===== src/rtl/decode_stage_pkg.sv =====
// ---------------------------------------------------------------------------
// decode_stage_pkg
// Types and helpers shared by the decode stage, execute and the hazard logic:
//   instr_packet     raw 32-bit RV32 instruction word
//   queue_entry_t    {pc, instr} record buffered by decode_queue
//   decode_bundle_t  registered control bundle handed to execute
//   uses_rs1/uses_rs2  opcode-keyed source-register usage lookup
//   alu_from_f3, imm_gen  per-unit decode helpers
// ---------------------------------------------------------------------------
package decode_stage_pkg;

   localparam int unsigned PC_W = 32;

   typedef logic [31:0] instr_packet;

   localparam logic [6:0] OPC_LUI    = 7'b0110111;
   localparam logic [6:0] OPC_AUIPC  = 7'b0010111;
   localparam logic [6:0] OPC_JAL    = 7'b1101111;
   localparam logic [6:0] OPC_JALR   = 7'b1100111;
   localparam logic [6:0] OPC_BRANCH = 7'b1100011;
   localparam logic [6:0] OPC_LOAD   = 7'b0000011;
   localparam logic [6:0] OPC_STORE  = 7'b0100011;
   localparam logic [6:0] OPC_OPIMM  = 7'b0010011;
   localparam logic [6:0] OPC_OP     = 7'b0110011;
   localparam logic [6:0] OPC_FENCE  = 7'b0001111;
   localparam logic [6:0] OPC_SYSTEM = 7'b1110011;

   typedef enum logic [2:0] {
      IMM_NONE, IMM_I, IMM_S, IMM_B, IMM_U, IMM_J
   } imm_type_e;

   typedef enum logic [3:0] {
      ALU_ADD, ALU_SUB, ALU_SLL, ALU_SLT, ALU_SLTU, ALU_XOR,
      ALU_SRL, ALU_SRA, ALU_OR, ALU_AND, ALU_PASSB
   } alu_op_e;

   typedef enum logic [1:0] {
      WB_ALU, WB_MEM, WB_PC4, WB_CSR
   } wb_sel_e;

   typedef struct packed {
      logic [PC_W-1:0] pc;
      logic [4:0]      rs1;
      logic [4:0]      rs2;
      logic [4:0]      rd;
      logic            rd_we;
      imm_type_e       imm_type;
      logic [31:0]     imm;
      alu_op_e         alu_op;
      logic            alu_src_pc;
      logic            alu_src_imm;
      logic            br_en;
      logic [2:0]      br_funct3;
      logic            jump;
      wb_sel_e         wb_sel;
      logic            mem_re;
      logic            mem_we;
      logic [2:0]      mem_funct3;
      logic            csr_en;
      logic [1:0]      csr_op;
      logic [11:0]     csr_addr;
      logic            illegal;
   } decode_bundle_t;

   typedef struct packed {
      logic [PC_W-1:0] pc;
      instr_packet     instr;
   } queue_entry_t;

   function automatic logic uses_rs1(input logic [6:0] opc);
      case (opc)
         OPC_JALR, OPC_BRANCH, OPC_LOAD, OPC_STORE,
         OPC_OPIMM, OPC_OP, OPC_SYSTEM: uses_rs1 = 1'b1;
         default:                       uses_rs1 = 1'b0;
      endcase
   endfunction

   function automatic logic uses_rs2(input logic [6:0] opc);
      case (opc)
         OPC_BRANCH, OPC_STORE, OPC_OP: uses_rs2 = 1'b1;
         default:                       uses_rs2 = 1'b0;
      endcase
   endfunction

   // alt selects SUB/SRA (instr[30]); callers only set it where it is meaningful
   function automatic alu_op_e alu_from_f3(input logic [2:0] f3, input logic alt);
      case (f3)
         3'b000:  alu_from_f3 = alt ? ALU_SUB : ALU_ADD;
         3'b001:  alu_from_f3 = ALU_SLL;
         3'b010:  alu_from_f3 = ALU_SLT;
         3'b011:  alu_from_f3 = ALU_SLTU;
         3'b100:  alu_from_f3 = ALU_XOR;
         3'b101:  alu_from_f3 = alt ? ALU_SRA : ALU_SRL;
         3'b110:  alu_from_f3 = ALU_OR;
         default: alu_from_f3 = ALU_AND;
      endcase
   endfunction

   function automatic logic [31:0] imm_gen(input imm_type_e t, input instr_packet i);
      case (t)
         IMM_I:   imm_gen = {{20{i[31]}}, i[31:20]};
         IMM_S:   imm_gen = {{20{i[31]}}, i[31:25], i[11:7]};
         IMM_B:   imm_gen = {{19{i[31]}}, i[31], i[7], i[30:25], i[11:8], 1'b0};
         IMM_U:   imm_gen = {i[31:12], 12'b0};
         IMM_J:   imm_gen = {{11{i[31]}}, i[31], i[19:12], i[20], i[30:21], 1'b0};
         default: imm_gen = '0;
      endcase
   endfunction

endpackage


===== src/rtl/decode_queue.sv =====
// ---------------------------------------------------------------------------
// decode_queue
// Circular buffer of DEPTH entries of type T (DEPTH a power of two, >= 2).
// Ports:
//   clock, reset        core clock, asynchronous active-high reset
//   push_i, push_data_i write an entry (ignored when full or flushing)
//   pop_i               retire the head (ignored when empty or flushing)
//   flush_i             empty the buffer at the next edge
//   head_o              entry at the read pointer
//   count_o             number of valid entries (0..DEPTH)
//   full_o, empty_o     derived from the registered count
// ---------------------------------------------------------------------------
module decode_queue #(
   parameter int unsigned DEPTH = 4,
   parameter type         T     = logic [31:0]
) (
   input  logic                   clock,
   input  logic                   reset,
   input  logic                   push_i,
   input  T                       push_data_i,
   input  logic                   pop_i,
   input  logic                   flush_i,
   output T                       head_o,
   output logic [$clog2(DEPTH):0] count_o,
   output logic                   full_o,
   output logic                   empty_o
);

   localparam int unsigned PW = $clog2(DEPTH);

   T               mem_q [DEPTH];
   logic [PW-1:0]  wr_ptr_q, wr_ptr_d;
   logic [PW-1:0]  rd_ptr_q, rd_ptr_d;
   logic [PW:0]    count_q, count_d;
   logic           do_push, do_pop;

   // Count is kept apart from the pointers so full and empty never alias
   assign full_o  = (count_q == (PW+1)'(DEPTH));
   assign empty_o = (count_q == '0);
   assign do_push = push_i && !full_o && !flush_i;
   assign do_pop  = pop_i && !empty_o && !flush_i;

   always_comb begin
      wr_ptr_d = wr_ptr_q;
      rd_ptr_d = rd_ptr_q;
      count_d  = count_q;
      if (flush_i) begin
         wr_ptr_d = '0;
         rd_ptr_d = '0;
         count_d  = '0;
      end else begin
         if (do_push) wr_ptr_d = wr_ptr_q + PW'(1);
         if (do_pop)  rd_ptr_d = rd_ptr_q + PW'(1);
         count_d = count_q + (PW+1)'(do_push) - (PW+1)'(do_pop);
      end
   end

   always_ff @(posedge clock or posedge reset) begin
      if (reset) begin
         wr_ptr_q <= '0;
         rd_ptr_q <= '0;
         count_q  <= '0;
      end else begin
         wr_ptr_q <= wr_ptr_d;
         rd_ptr_q <= rd_ptr_d;
         count_q  <= count_d;
      end
   end

   // Storage carries no reset: an entry only counts once count_q covers it
   always_ff @(posedge clock) begin
      if (do_push) mem_q[wr_ptr_q] <= push_data_i;
   end

   assign head_o  = mem_q[rd_ptr_q];
   assign count_o = count_q;

endmodule


===== src/rtl/decode_stage.sv =====
// ---------------------------------------------------------------------------
// decode_stage
// Buffers fetched instructions in decode_queue and decodes the queue head into
// a registered decode_bundle_t for execute, with a load-use interlock.
// Optional feature macro: DECODE_ILLEGAL_TRAP_EN (flag illegal encodings and
// suppress their side effects; when undefined they decode as NOPs).
// Ports:
//   clock, reset           core clock, asynchronous active-high reset
//   in_valid/in_ready      fetch handshake; in_ready = queue not full
//   in_instr, in_pc        fetched instruction and its PC
//   out_valid/out_ready    execute handshake
//   out_bundle             registered decoded control bundle
//   flush                  drop queued and output-slot instructions
//   ex_load_valid/_rd      load currently in execute and its destination
//   occupancy              queued entries, output slot excluded
// ---------------------------------------------------------------------------
module decode_stage
   import decode_stage_pkg::*;
#(
   parameter int unsigned DEPTH = 4,
   parameter int unsigned XLEN  = 32
) (
   input  logic                   clock,
   input  logic                   reset,
   input  logic                   in_valid,
   output logic                   in_ready,
   input  instr_packet            in_instr,
   input  logic [XLEN-1:0]        in_pc,
   output logic                   out_valid,
   input  logic                   out_ready,
   output decode_bundle_t         out_bundle,
   input  logic                   flush,
   input  logic                   ex_load_valid,
   input  logic [4:0]             ex_load_rd,
   output logic [$clog2(DEPTH):0] occupancy
);

   queue_entry_t    push_entry, head;
   logic            q_full, q_empty;
   logic            hazard, advance;
   logic [6:0]      opc;
   logic [2:0]      f3;
   logic [6:0]      f7;
   logic            known, bad_fn;
   decode_bundle_t  dec;
   decode_bundle_t  out_bundle_q, out_bundle_d;
   logic            out_valid_q, out_valid_d;

   assign push_entry.pc    = PC_W'(in_pc);
   assign push_entry.instr = in_instr;

   decode_queue #(
      .DEPTH (DEPTH),
      .T     (queue_entry_t)
   ) u_queue (
      .clock       (clock),
      .reset       (reset),
      .push_i      (in_valid),
      .push_data_i (push_entry),
      .pop_i       (advance),
      .flush_i     (flush),
      .head_o      (head),
      .count_o     (occupancy),
      .full_o      (q_full),
      .empty_o     (q_empty)
   );

   assign in_ready = !q_full;

   assign opc = head.instr[6:0];
   assign f3  = head.instr[14:12];
   assign f7  = head.instr[31:25];

   // Head decode
   always_comb begin
      dec        = '0;
      known      = 1'b1;
      bad_fn     = 1'b0;
      dec.pc     = head.pc;
      dec.rs1    = head.instr[19:15];
      dec.rs2    = head.instr[24:20];
      dec.rd     = head.instr[11:7];
      case (opc)
         OPC_LUI: begin
            dec.rd_we = 1'b1; dec.imm_type = IMM_U; dec.alu_op = ALU_PASSB;
            dec.alu_src_imm = 1'b1;
         end
         OPC_AUIPC: begin
            dec.rd_we = 1'b1; dec.imm_type = IMM_U;
            dec.alu_src_pc = 1'b1; dec.alu_src_imm = 1'b1;
         end
         OPC_JAL: begin
            dec.rd_we = 1'b1; dec.imm_type = IMM_J; dec.jump = 1'b1;
            dec.wb_sel = WB_PC4; dec.alu_src_pc = 1'b1; dec.alu_src_imm = 1'b1;
         end
         OPC_JALR: begin
            dec.rd_we = 1'b1; dec.imm_type = IMM_I; dec.jump = 1'b1;
            dec.wb_sel = WB_PC4; dec.alu_src_imm = 1'b1;
            bad_fn = (f3 != 3'b000);
         end
         OPC_BRANCH: begin
            dec.imm_type = IMM_B; dec.br_en = 1'b1; dec.br_funct3 = f3;
            bad_fn = (f3 == 3'b010) || (f3 == 3'b011);
         end
         OPC_LOAD: begin
            dec.rd_we = 1'b1; dec.imm_type = IMM_I; dec.mem_re = 1'b1;
            dec.mem_funct3 = f3; dec.wb_sel = WB_MEM; dec.alu_src_imm = 1'b1;
            bad_fn = (f3 == 3'b011) || (f3 == 3'b110) || (f3 == 3'b111);
         end
         OPC_STORE: begin
            dec.imm_type = IMM_S; dec.mem_we = 1'b1; dec.mem_funct3 = f3;
            dec.alu_src_imm = 1'b1;
            bad_fn = (f3 > 3'b010);
         end
         OPC_OPIMM: begin
            dec.rd_we = 1'b1; dec.imm_type = IMM_I; dec.alu_src_imm = 1'b1;
            dec.alu_op = alu_from_f3(f3, (f3 == 3'b101) && f7[5]);
            bad_fn = ((f3 == 3'b001) && (f7 != 7'h00)) ||
                     ((f3 == 3'b101) && (f7 != 7'h00) && (f7 != 7'h20));
         end
         OPC_OP: begin
            dec.rd_we  = 1'b1;
            dec.alu_op = alu_from_f3(f3, f7[5]);
            bad_fn = !((f7 == 7'h00) ||
                       ((f7 == 7'h20) && ((f3 == 3'b000) || (f3 == 3'b101))));
         end
         OPC_FENCE: ;
         OPC_SYSTEM: begin
            // funct3==0 (ecall/ebreak) is passed on as a plain NOP
            if (f3 != 3'b000) begin
               dec.csr_en = 1'b1; dec.csr_op = f3[1:0];
               dec.csr_addr = head.instr[31:20]; dec.rd_we = 1'b1;
               dec.wb_sel = WB_CSR;
            end
            bad_fn = (f3 == 3'b100);
         end
         default: known = 1'b0;
      endcase
      dec.imm = imm_gen(dec.imm_type, head.instr);
`ifdef DECODE_ILLEGAL_TRAP_EN
      if (!known || bad_fn) begin
         dec.illegal = 1'b1;
         dec.rd_we   = 1'b0;
         dec.mem_re  = 1'b0;
         dec.mem_we  = 1'b0;
         dec.csr_en  = 1'b0;
      end
`else
      // Unrecognised encodings fall back to NOP control, keeping pc/reg fields
      if (!known || bad_fn) begin
         dec     = '0;
         dec.pc  = head.pc;
         dec.rs1 = head.instr[19:15];
         dec.rs2 = head.instr[24:20];
         dec.rd  = head.instr[11:7];
      end
`endif
      if (dec.rd == 5'd0) dec.rd_we = 1'b0;
   end

   // Load-use interlock on the head, against this cycle's execute load
   assign hazard  = ex_load_valid && (ex_load_rd != 5'd0) &&
                    ((uses_rs1(opc) && (head.instr[19:15] == ex_load_rd)) ||
                     (uses_rs2(opc) && (head.instr[24:20] == ex_load_rd)));
   assign advance = !q_empty && (!out_valid_q || out_ready) && !hazard;

   // Output register: flush wins, then advance; a consumed or stalled slot
   // drops valid (bubble), otherwise the bundle is held bit-for-bit
   always_comb begin
      out_valid_d  = out_valid_q;
      out_bundle_d = out_bundle_q;
      if (flush) begin
         out_valid_d = 1'b0;
      end else if (advance) begin
         out_valid_d  = 1'b1;
         out_bundle_d = dec;
      end else if (out_ready) begin
         out_valid_d = 1'b0;
      end
   end

   always_ff @(posedge clock or posedge reset) begin
      if (reset) begin
         out_valid_q  <= 1'b0;
         out_bundle_q <= '0;
      end else begin
         out_valid_q  <= out_valid_d;
         out_bundle_q <= out_bundle_d;
      end
   end

   assign out_valid  = out_valid_q;
   assign out_bundle = out_bundle_q;

endmodule


===== config.mk =====
export PLATFORM = sky130hd
export DESIGN_NAME = decode_stage
export DESIGN_NICKNAME = d
export VERILOG_FILES = /design/src/rtl/decode_stage_pkg.sv /design/src/rtl/decode_queue.sv /design/src/rtl/decode_stage.sv
export SDC_FILE = /design/constraint.sdc
export NUM_CORES = 1
export LEC_CHECK = 0
export BUFFER_PORTS_ARGS = -buffer_cell sky130_fd_sc_hd__buf_2
export CORE_AREA = 2 2 185 142
export DETAILED_ROUTE_END_ITERATION = 8
export DIE_AREA = 0 0 187 144
export GPL_ROUTABILITY_DRIVEN = 1
export PLACE_DENSITY = 0.86
export SYNTH_ARGS = -nofsm -noshare
export SYNTH_HDL_FRONTEND = slang
export SYNTH_SLANG_ARGS = --single-unit

===== constraint.sdc =====
create_clock -name clock -period 10.1 [get_ports clock]
set_input_delay 0.505 -clock clock [delete_from_list [all_inputs] [get_ports clock]]
set_output_delay 0.505 -clock clock [all_outputs]
set_load 0.005 [all_outputs]

### Word-level counts from Yosys, hierarchy flattened

Memories as Yosys holds them, arrays and structs flattened.
Cells that the tools add are included.

* bits in registers: 125
* memory bits (writable): 256
* input bits: 75
* output and inout bits: 122
* logic and storage cells: 150
* memories kept: 1

Memory list
* u_queue.mem_q: words 4, width 64, rd ports 1, clocked after Yosys merged registers in 0, write ports 1, line decode_queue.sv:31 `T mem_q [DEPTH];`

* add/subtract/negate cells: 4
* magnitude comparators: 1
* equality and inequality tests: 28
* muxes and demuxes: 38
* bitwise logic cells: 1
* reductions and logical operators: 52

Operators with widths (number)
* $pmux W32 S5: 1
* $mux W70: 1
* $pmux W4 S7: 2
* $mux W15: 2
* $eq A7 B6 Y1 const B: 4
* $eq A7 B7 Y1 const B: 4
* $eq A3 B3 Y1 const B: 7
* $reduce_or A7 Y1: 3
* $mux W1: 19
* $logic_and A1 B1 Y1: 15
* $pmux W3 S5: 1
* $eq A7 B5 Y1 const B: 2
* $eq A3 B2 Y1 const B: 4
* $pmux W4 S3: 1
* $reduce_or A11 Y1: 1
* $eq A5 B5 Y1: 2
* $mux W2: 5
* $logic_or A1 B1 Y1: 9
* $reduce_or A2 Y1: 4
* $eq A7 B2 Y1 const B: 1
* $eq A7 B4 Y1 const B: 1
* $logic_not A1 Y1: 7
* $logic_not A7 Y1: 1
* $ne A7 B6 Y1 const B: 1
* other kinds (19): 26

### Logic depth before layout (Yosys ltp)

Gate-level depths: netlist of run 1.
An unclocked memory read counts as a cell.

* depth after elaboration: 13
* gate-level depth with buffers: 18
* depth with buffers taken out: 14

### Hierarchy

A second synthesis of run 1 with hierarchy kept.

* cell total of the unflattened synthesis: 894
* area total of the unflattened synthesis: 15627.5 um2

By module, submodules not included
* decode_queue: times used 1, cells an instance 382, area each 9700.6 um2, seq. area each 7862.5 um2
* decode_stage: times used 1, cells an instance 512, area each 5926.9 um2, seq. area each 2927.8 um2

### Least setup slack after synthesis of run 1

No wires, ideal clock.

* path type: register to register
* start: reg u_queue.rd_ptr_q[0]
* end: reg u_queue.count_q[2] (netlist: u_queue.count_o[2])
* library setup time: 0.133 ns
* arrival time: 3.498 ns
* required time: 9.967 ns
* path slack: 6.469 ns
* stages on the path, launching flop included: 19
* path buffers: 5
* period minus slack after synthesis: 3.631 ns
* cell sequence: dfrtp_1 -> buf_6 -> buf_8 -> mux4_2 -> xnor2_1 -> nand4_1 -> o211ai_2 -> or3_1 -> buf_4 -> inv_4 -> buf_6 -> buf_8 -> ha_1 -> inv_1 -> ha_1 -> inv_1 -> fa_1 -> xnor2_1 -> nor2_1

* longest elaborated chain between the ends: 13
* elaborated cells on any way between the ends: 24
* classes of those cells: 1 x add/sub; 9 x eq/ne; 3 x mux; 10 x reduce/logical; 1 x memory

RTL lines
* start, declared: line decode_queue.sv:33 `logic [PW-1:0] rd_ptr_q, rd_ptr_d;`
* start signal, assigned: line decode_queue.sv:65 `rd_ptr_q <= rd_ptr_d;`
* $mem_v2 Z4 W64 (*)
* $eq A7 B7 Y1, or another cell as far along: line decode_stage_pkg.sv:71, decode_stage_pkg.sv:79
* $reduce_or A7 Y1 / $reduce_or A3 Y1 (equally long branches): line decode_stage_pkg.sv:71, decode_stage_pkg.sv:79
* $mux W1, on equally long branches: line decode_stage_pkg.sv:71, decode_stage_pkg.sv:79
* $logic_and A1 B1 Y1, on equally long branches: line decode_stage.sv:163, decode_stage.sv:164
* $logic_or A1 B1 Y1 (*): line decode_stage.sv:163 `((uses_rs1(opc) && (head.instr[19:15] == ex_load_rd)) ||`
* $logic_and A1 B1 Y1 (*): line decode_stage.sv:162 `assign hazard = ex_load_valid && (ex_load_rd != 5'd0) &&`
* $logic_not A1 Y1 (*): line decode_stage.sv:165 `assign advance = !q_empty && (!out_valid_q || out_ready) && !hazard;`
* $logic_and A1 B1 Y1 (*): line decode_stage.sv:165
* $logic_and A1 B1 Y1 (*) (2 in series): line decode_queue.sv:41 `assign do_pop = pop_i && !empty_o && !flush_i;`
* $sub A3 B1 Y3 (*): line decode_queue.sv:54 `count_d = count_q + (PW+1)'(do_push) - (PW+1)'(do_pop);`
* $mux W3 (*): line decode_queue.sv:47 `if (flush_i) begin`
* named net u_queue.count_d[2]: line decode_queue.sv:34 `logic [PW:0] count_q, count_d;`
* end signal, assigned: line decode_queue.sv:66 `count_q <= count_d;`
* end, declared: line decode_queue.sv:34

Mark *: on every way through the listed nets, which the timed path passes. The rest lies on a longest branch.
A chain may end at the register's enable or synchronous reset.

### Worst setup path after layout of run 1

Ends and elaborated chain as after synthesis.

==> impl_metrics.py, run 1 <==
metrics = {
    "sta": {
        "clock-skew-final_ns": 0.0152,
        "slew_headroom_pct": 25.5,
        "worstMarginPinSlew_ns": 1.11,
        "fmax_mhz": 227,
        "maxSlewViolCount": 0,
        "setup_viol": 0,
        "min_period_ns": 4.40,
        "finalHoldViolCount": 0,
        "grt_setup_unrepaired": "no",
        "period_share_pct": 43.6,
        "timing.hold.ws_ns": 0.0266,
        "tns_ns": 0,
    },
    "cts": {
        "clk_pin_slew_worst_paths_ns": 0.06,
        "htree_levels": 2,
        "clk_latency_ns": 0.52,
        "cts_hold_buf": 0,
        "cts_tree": "yes",
        "clockBufferDepth": 3,
        "cts_resized": 0,
        "numCtsBuffers": 37,
        "clockRootBuffer": "clkbuf_16",
        "cts_setup_buffers": 0,
        "cts.sinks": 380,
    },
    "layout": {
        "final_cell_mix": "256 x edfxtp_1, 195 x buf_2, 122 x dfrtp_1",
        "final_common_cell": "edfxtp_1",
        "utilization_pct": 68.2,
        "area_delta_synth_final_pct": 16.2,
        "drive_gt1_share_pct": 39.4,
        "fillerInstances": 1633,
        "fin_nets": 1054,
        "final_cells": 1350,
        "final_cell_area_sq_um": 17300,
    },
    "setup_path": {
        "worstPathRequired_ns": 10.50,
        "critPathCaptureType": "flip-flop",
        "critPathLaunchType": "flip-flop",
        "critical_path_class": "flip-flop to flip-flop",
        "reg2reg_from": "u_queue.rd_ptr_q[0]$_DFFE_PP0P_",
        "worstRegToRegCells": 14,
        "path_max_fanout": 37,
        "cp.arrival_ns": 4.80,
        "r2r-end": "u_queue.count_o[2]$_DFF_PP0_",
        "ff2ff_setup_slack_ns": 5.70,
    },
    "power_and_ir_drop": {
        "power.density_nw_per_um2": 263,
        "vdd_drop_max_uv": 132,
        "leakage_nw": 6.49,
    },
    "route": {
        "drt_iter0_drc": 985,
        "drt_pass1_iterations": 6,
        "num_vias": 8279,
        "ant_nets": 0,
        "routedWlPerCell_um": 24.3,
        "viasPerCell": 6.13,
        "drcViolationCount": 0,
        "drt-total-wl_mm": 32.8,
    },
    "synth": {
        "synth_nets": 860,
        "synth_cell_types": 58,
        "synth_seq_area_share_pct": 72.6,
        "synth_top_area_share_pct": 51.7,
        "synth_warnings": 0,
        "yosysTopAreaCell": "edfxtp_1",
        "ys.flop_type": "edfxtp_1",
        "synth_area_leaders": "edfxtp_1 52%, dfrtp_1 21%, mux4_2 9.5%",
        "synth_edf_count": 256,
        "syn_area_sq_um": 14900,
        "syn_area_per_cell_sq_um": 19.1,
        "postSynthCellCount": 778,
        "async_flop_share_pct": 32.6,
        "ys_seq_elements": 380,
    },
    "placed_design": {
        "port-buffer-count": 195,
        "dp_hpwl_mm": 20.1,
        "placed_area_sq_um": 16100,
        "globalplace.congestion": 0.875,
        "placedCellCount": 1277,
    },
    "grt": {
        "grt_use_total_pct": 24.6,
        "grt_pass1_wl_mm": 49.8,
        "grt_max_degree": 75,
        "grt.overflow.total": 0,
        "antenna_found_initial": 7,
        "grt_pass1_vias": 8386,
    },
    "run_status": {
        "status": "complete, no violations",
    },
    "die": {
        "initial_core_util_pct": 58.7,
        "rows": 51,
        "die_area_sq_um": 26900,
        "die_x_um": 187,
        "core-area_sq_um": 25300,
        "die_h_um": 144,
        "io_pins": 197,
    },
    "job": {
        "maxCapViolations": 0,
    },
    "worst_hold_path": {
        "hp-class": "input port to async pin",
    },
}
-- how the worst max path moves through the flow --
stage,endpoint,slack [ns],cells past startpoint,startpoint
floorplan,out_bundle[100]$_DFFE_PP0P_,6.30,1,reset
global placement,u_queue.count_o[2]$_DFF_PP0_,5.70,14,u_queue.rd_ptr_q[0]$_DFFE_PP0P_
detailed placement,u_queue.count_o[2]$_DFF_PP0_,5.63,14,u_queue.rd_ptr_q[0]$_DFFE_PP0P_
CTS,u_queue.count_o[2]$_DFF_PP0_,5.62,14,u_queue.rd_ptr_q[0]$_DFFE_PP0P_
global route,u_queue.count_o[2]$_DFF_PP0_,5.30,14,u_queue.rd_ptr_q[0]$_DFFE_PP0P_
finish,u_queue.count_o[2]$_DFF_PP0_,5.70,14,u_queue.rd_ptr_q[0]$_DFFE_PP0P_
-- through the flow --
step | setup WS (ns) | total power [W]
finish | 5.70 | 0.00455
global route | 5.30 | 0.00473
CTS | 5.62 | 0.00457
detailed placement | 5.63 | 0.00320
global placement | 5.70 | 0.00316
floorplan | 6.30 | 0.00282
-- where the power goes --
part | internal [W] | switching (W)
logic | 0.000528 | 0.000594
clock network | 0.000801 | 0.000558
registers | 0.00189 | 0.000176
-- routing by layer --
layer | track usage, % | wire (um) | vias up
li1 | - | - | 3533
met1 | 34.5 | 13600 | 4237
met2 | 38.7 | 15400 | 423
met3 | 6.75 | 3000 | 78
met4 | 6.93 | 784 | 8
met5 | 0 | 52 | -
-- area by class of cell --
type                            instances  area, sq um  area share [%]
Clock buffer                           57         1130            6.57
Timing Repair Buffer                  202         1030            5.95
Sequential cell                       380        10800            62.5
Multi-Input combinational cell        339         3740            21.7
Clock inverter                         11         81.3           0.471
Inverter                               12         52.6           0.304
Antenna cell                            5         12.5          0.0724
Tap cell                              344          430            2.49
-- state kept, by name, indices dropped and copies added (netlist names) --
register	flops
u_queue.mem_q	256
out_bundle	116
u_queue.count_o	3
u_queue.rd_ptr_q	2
u_queue.wr_ptr_q	2
out_valid	1
-- synth_stat cells (5+ instances only) --
cell type	n
edfxtp_1	256
dfrtp_1	124
mux4_2	63
mux2_2	39
a32o_1	30
a21oi_1	28
o2bb2ai_1	22
nand2_1	19
clkbuf_1	17
nor2_1	16
xnor2_1	11
buf_2	10
o2bb2ai_2	10
inv_1	9
mux2_4	9
o21ai_0	9
buf_6	8
buf_4	7
a22o_1	6
ha_1	6
a22oi_1	5
nor2b_1	5
-- cell families after synthesis --
logic type | synth area share [%]
adders and majority gates | 0.640
and+or+nand+nor | 3.00
other | 0.0252
DFF | 72.6
xor gates and xnor gates | 0.766
buffers and inverters | 2.32
AOI/OAI and AO/OA | 7.20
muxes | 13.5
-- worst max-delay path, stage by stage (launching register included) --
cell     delay, ns
dfrtp_4       0.79
buf_4         0.70
mux4_2        0.69
xnor2_1       0.17
nand4_1       0.16
nor4_4        0.37
or3_2         0.22
inv_4         0.04
ha_1          0.26
inv_1         0.06
ha_1          0.13
inv_1         0.05
fa_1          0.37
xnor2_1       0.19
nor2_1        0.06
Note: power is estimated with default switching activity, not from simulation.
==> run 2, diff against run 1 <==
Settings changed: CORE_AREA 2 2 185 142 to 2 2 190 145, DIE_AREA 0 0 187 144 to 0 0 192 147, PLACE_DENSITY 0.86 to 0.82.
Clock period 10.1 ns to 4.2 ns, I/O delays scaled along.
==> run 2 against run 1 <==
  * Cell count is 5.3% higher
  * Non-clock buffer count is 72 higher
  * Critical path depth is 5 lower
  * Clock power is 140% higher
  * Setup slack worse by 5.2 ns
  * Clock skew is 0.0038 ns lower
  * Global-route usage is 0.62 points lower
  * Critical endpoint is now out_bundle[86]$_DFFE_PP0P_
  * Largest cell class unchanged
==> impl_metrics.py, run 2 (synthesis gave the netlist of run 1 again) <==
metrics = {
    "sta": {
        "worstMarginPinSlew_ns": 1.05,
        "min_period_ns": 3.74,
        "slew_headroom_pct": 30.3,
        "clock-skew-final_ns": 0.0113,
        "period_share_pct": 89.1,
        "fmax_mhz": 267,
        "setup_slack_ns": 0.459,
        "maxSlewViolCount": 0,
        "tns_ns": 0,
        "finalHoldViolCount": 0,
        "grt_setup_unrepaired": "no",
        "setup_viol": 0,
    },
    "route": {
        "drt_pass1_iterations": 5,
        "ant_nets": 0,
        "routedWlPerCell_um": 23.5,
        "drcViolationCount": 0,
        "num_vias": 8462,
        "viasPerCell": 5.95,
        "drt_iter0_drc": 718,
        "drt-total-wl_mm": 33.4,
    },
    "setup_path": {
        "critPathSlowestCell": "dfrtp_4",
        "critPathCapture": "out_bundle[86]$_DFFE_PP0P_",
        "critPathLaunchType": "flip-flop",
        "reg2reg_from": "u_queue.rd_ptr_q[0]$_DFFE_PP0P_",
        "worstRegToRegCells": 9,
        "crit_path_cell_trace": "mux4_2 > inv_1 > o21ai_0 > nand4_1 > o211ai_2 > or3_2 > inv_4 > buf_4 > mux2_2",
        "cp.arrival_ns": 4.13,
        "max_stage_delay_ns": 0.72,
        "r2r-end": "out_bundle[86]$_DFFE_PP0P_",
        "ff2ff_setup_slack_ns": 0.46,
        "worstSetupStartpoint": "u_queue.rd_ptr_q[0]$_DFFE_PP0P_",
        "critPathCaptureType": "flip-flop",
        "critical_path_class": "flip-flop to flip-flop",
        "path_max_fanout": 48,
        "worstPathRequired_ns": 4.58,
    },
    "die": {
        "die_area_sq_um": 28200,
        "core-area_sq_um": 26500,
        "die_x_um": 192,
        "initial_core_util_pct": 56.0,
        "die_h_um": 147,
        "rows": 52,
        "io_pins": 197,
    },
    "cts": {
        "numCtsBuffers": 37,
        "htree_levels": 2,
        "cts_tree": "yes",
        "clockBufferDepth": 3,
        "clk_pin_slew_worst_paths_ns": 0.06,
        "clk_latency_ns": 0.51,
        "cts.sinks": 380,
        "clockRootBuffer": "clkbuf_16",
    },
    "layout": {
        "final_cell_mix": "256 x edfxtp_1, 195 x buf_2, 122 x dfrtp_1",
        "final_cell_area_sq_um": 17900,
        "largest_reg_flops": 256,
        "drive_gt1_share_pct": 37.3,
        "top_register": "u_queue.mem_q",
        "area_delta_synth_final_pct": 20.7,
        "fin_nets": 1126,
        "final_common_cell": "edfxtp_1",
        "fillerInstances": 1804,
    },
    "power_and_ir_drop": {
        "combPwrFrac_pct": 25.4,
        "leakage_nw": 6.78,
        "p_sw_w": 0.00317,
        "power.density_nw_per_um2": 611,
        "swShare_pct": 28.9,
        "internal-power_w": 0.00780,
        "vdd_drop_max_uv": 364,
        "p_seq_share_pct": 44.9,
        "clkPwrFrac_pct": 29.8,
        "finalPower_w": 0.0110,
    },
    "grt": {
        "grt_max_degree": 89,
        "antenna_found_initial": 2,
        "grt_use_total_pct": 24.0,
        "grt_pass1_vias": 8611,
        "grt.overflow.total": 0,
        "grt_pass1_wl_mm": 50.9,
    },
    "placed_design": {
        "dp_hpwl_mm": 19.9,
        "port-buffer-count": 195,
        "globalplace.congestion": 0.879,
        "post-place-ws_ns": 0.473,
        "placed_area_sq_um": 16100,
    },
    "worst_hold_path": {
        "hp-class": "input port to flip-flop",
    },
    "job": {
        "maxCapViolations": 0,
    },
    "run_status": {
        "status": "complete, no violations",
    },
}
-- run 2: layer usage --
metal	share of wire, %	vias to the layer above	GRT usage [%]
li1	-	3662	-
met1	43	4351	35.3
met2	47	398	37.1
met3	8.6	49	5.35
met4	1.9	2	5.92
met5	0.036	-	0
-- run 2: repair_timing --
item | CTS | global route
hold buffers | 66 | 0
endpoints found under the setup margin | 0 | 0
gates resized for setup | 0 | 0
endpoints found under the hold margin | 344 | 0
buffers inserted | 0 | 0
-- run 2: per-stage QoR --
step | std cells | utilization, % | hold slack (ns)
6_report | 1421 | 67.6 | 0.0399
5_1_grt | 1420 | 67.6 | 0.0370
4_1_cts | 1420 | 67.6 | 0.0186
3_5_place_dp | 1290 | 60.7 | 0.428
3_3_place_gp | 1290 | 60.7 | 0.423
2_1_floorplan | 778 | - | 0.309
-- run 2: worst min-delay path by stage --
stage            startpoint                               to  slack, ns  depth (start not counted)
2_1_floorplan   in_instr[0]    u_queue.mem_q[0][0]$_DFFE_PP_       0.31                          0
3_3_place_gp   in_instr[17]   u_queue.mem_q[2][17]$_DFFE_PP_       0.42                          1
3_5_place_dp   in_instr[17]   u_queue.mem_q[2][17]$_DFFE_PP_       0.43                          1
4_1_cts               flush  u_queue.rd_ptr_q[0]$_DFFE_PP0P_       0.02                          2
5_1_grt               flush  u_queue.wr_ptr_q[1]$_DFFE_PP0P_       0.04                          2
6_report              flush  u_queue.rd_ptr_q[0]$_DFFE_PP0P_       0.04                          2
-- run 2: critical path, delay by kind of cell (launching register included) --
kind | cells | cell delay (ns)
AOI/OAI and AO/OA | 2 | 0.24
DFF | 1 | 0.72
buffers and inverters | 3 | 0.82
muxes | 2 | 1.12
and+or+nand+nor | 2 | 0.66
-- run 2: power by group through the flow --
| stage | Sequential (W) | Combinational, W | Clock [W] |
|---|---|---|---|
| 2_1_floorplan | 0.00487 | 0.00191 | 0 |
| 3_3_place_gp | 0.00498 | 0.00266 | 0 |
| 3_5_place_dp | 0.00499 | 0.00272 | 0 |
| 4_1_cts | 0.00492 | 0.00278 | 0.00331 |
| 5_1_grt | 0.00498 | 0.00299 | 0.00345 |
| 6_report | 0.00492 | 0.00278 | 0.00326 |
-- run 2: final cells by class --
type,count,area [sq um],area share (%)
sequential,380,10800,60.2
timing repair buffer,274,1730,9.66
antenna,1,2.50,0.0139
multi-input combinational,339,3740,20.9
clock inverter,19,218,1.21
inverter,12,52.6,0.293
clock buffer,45,956,5.33
tap,351,439,2.45
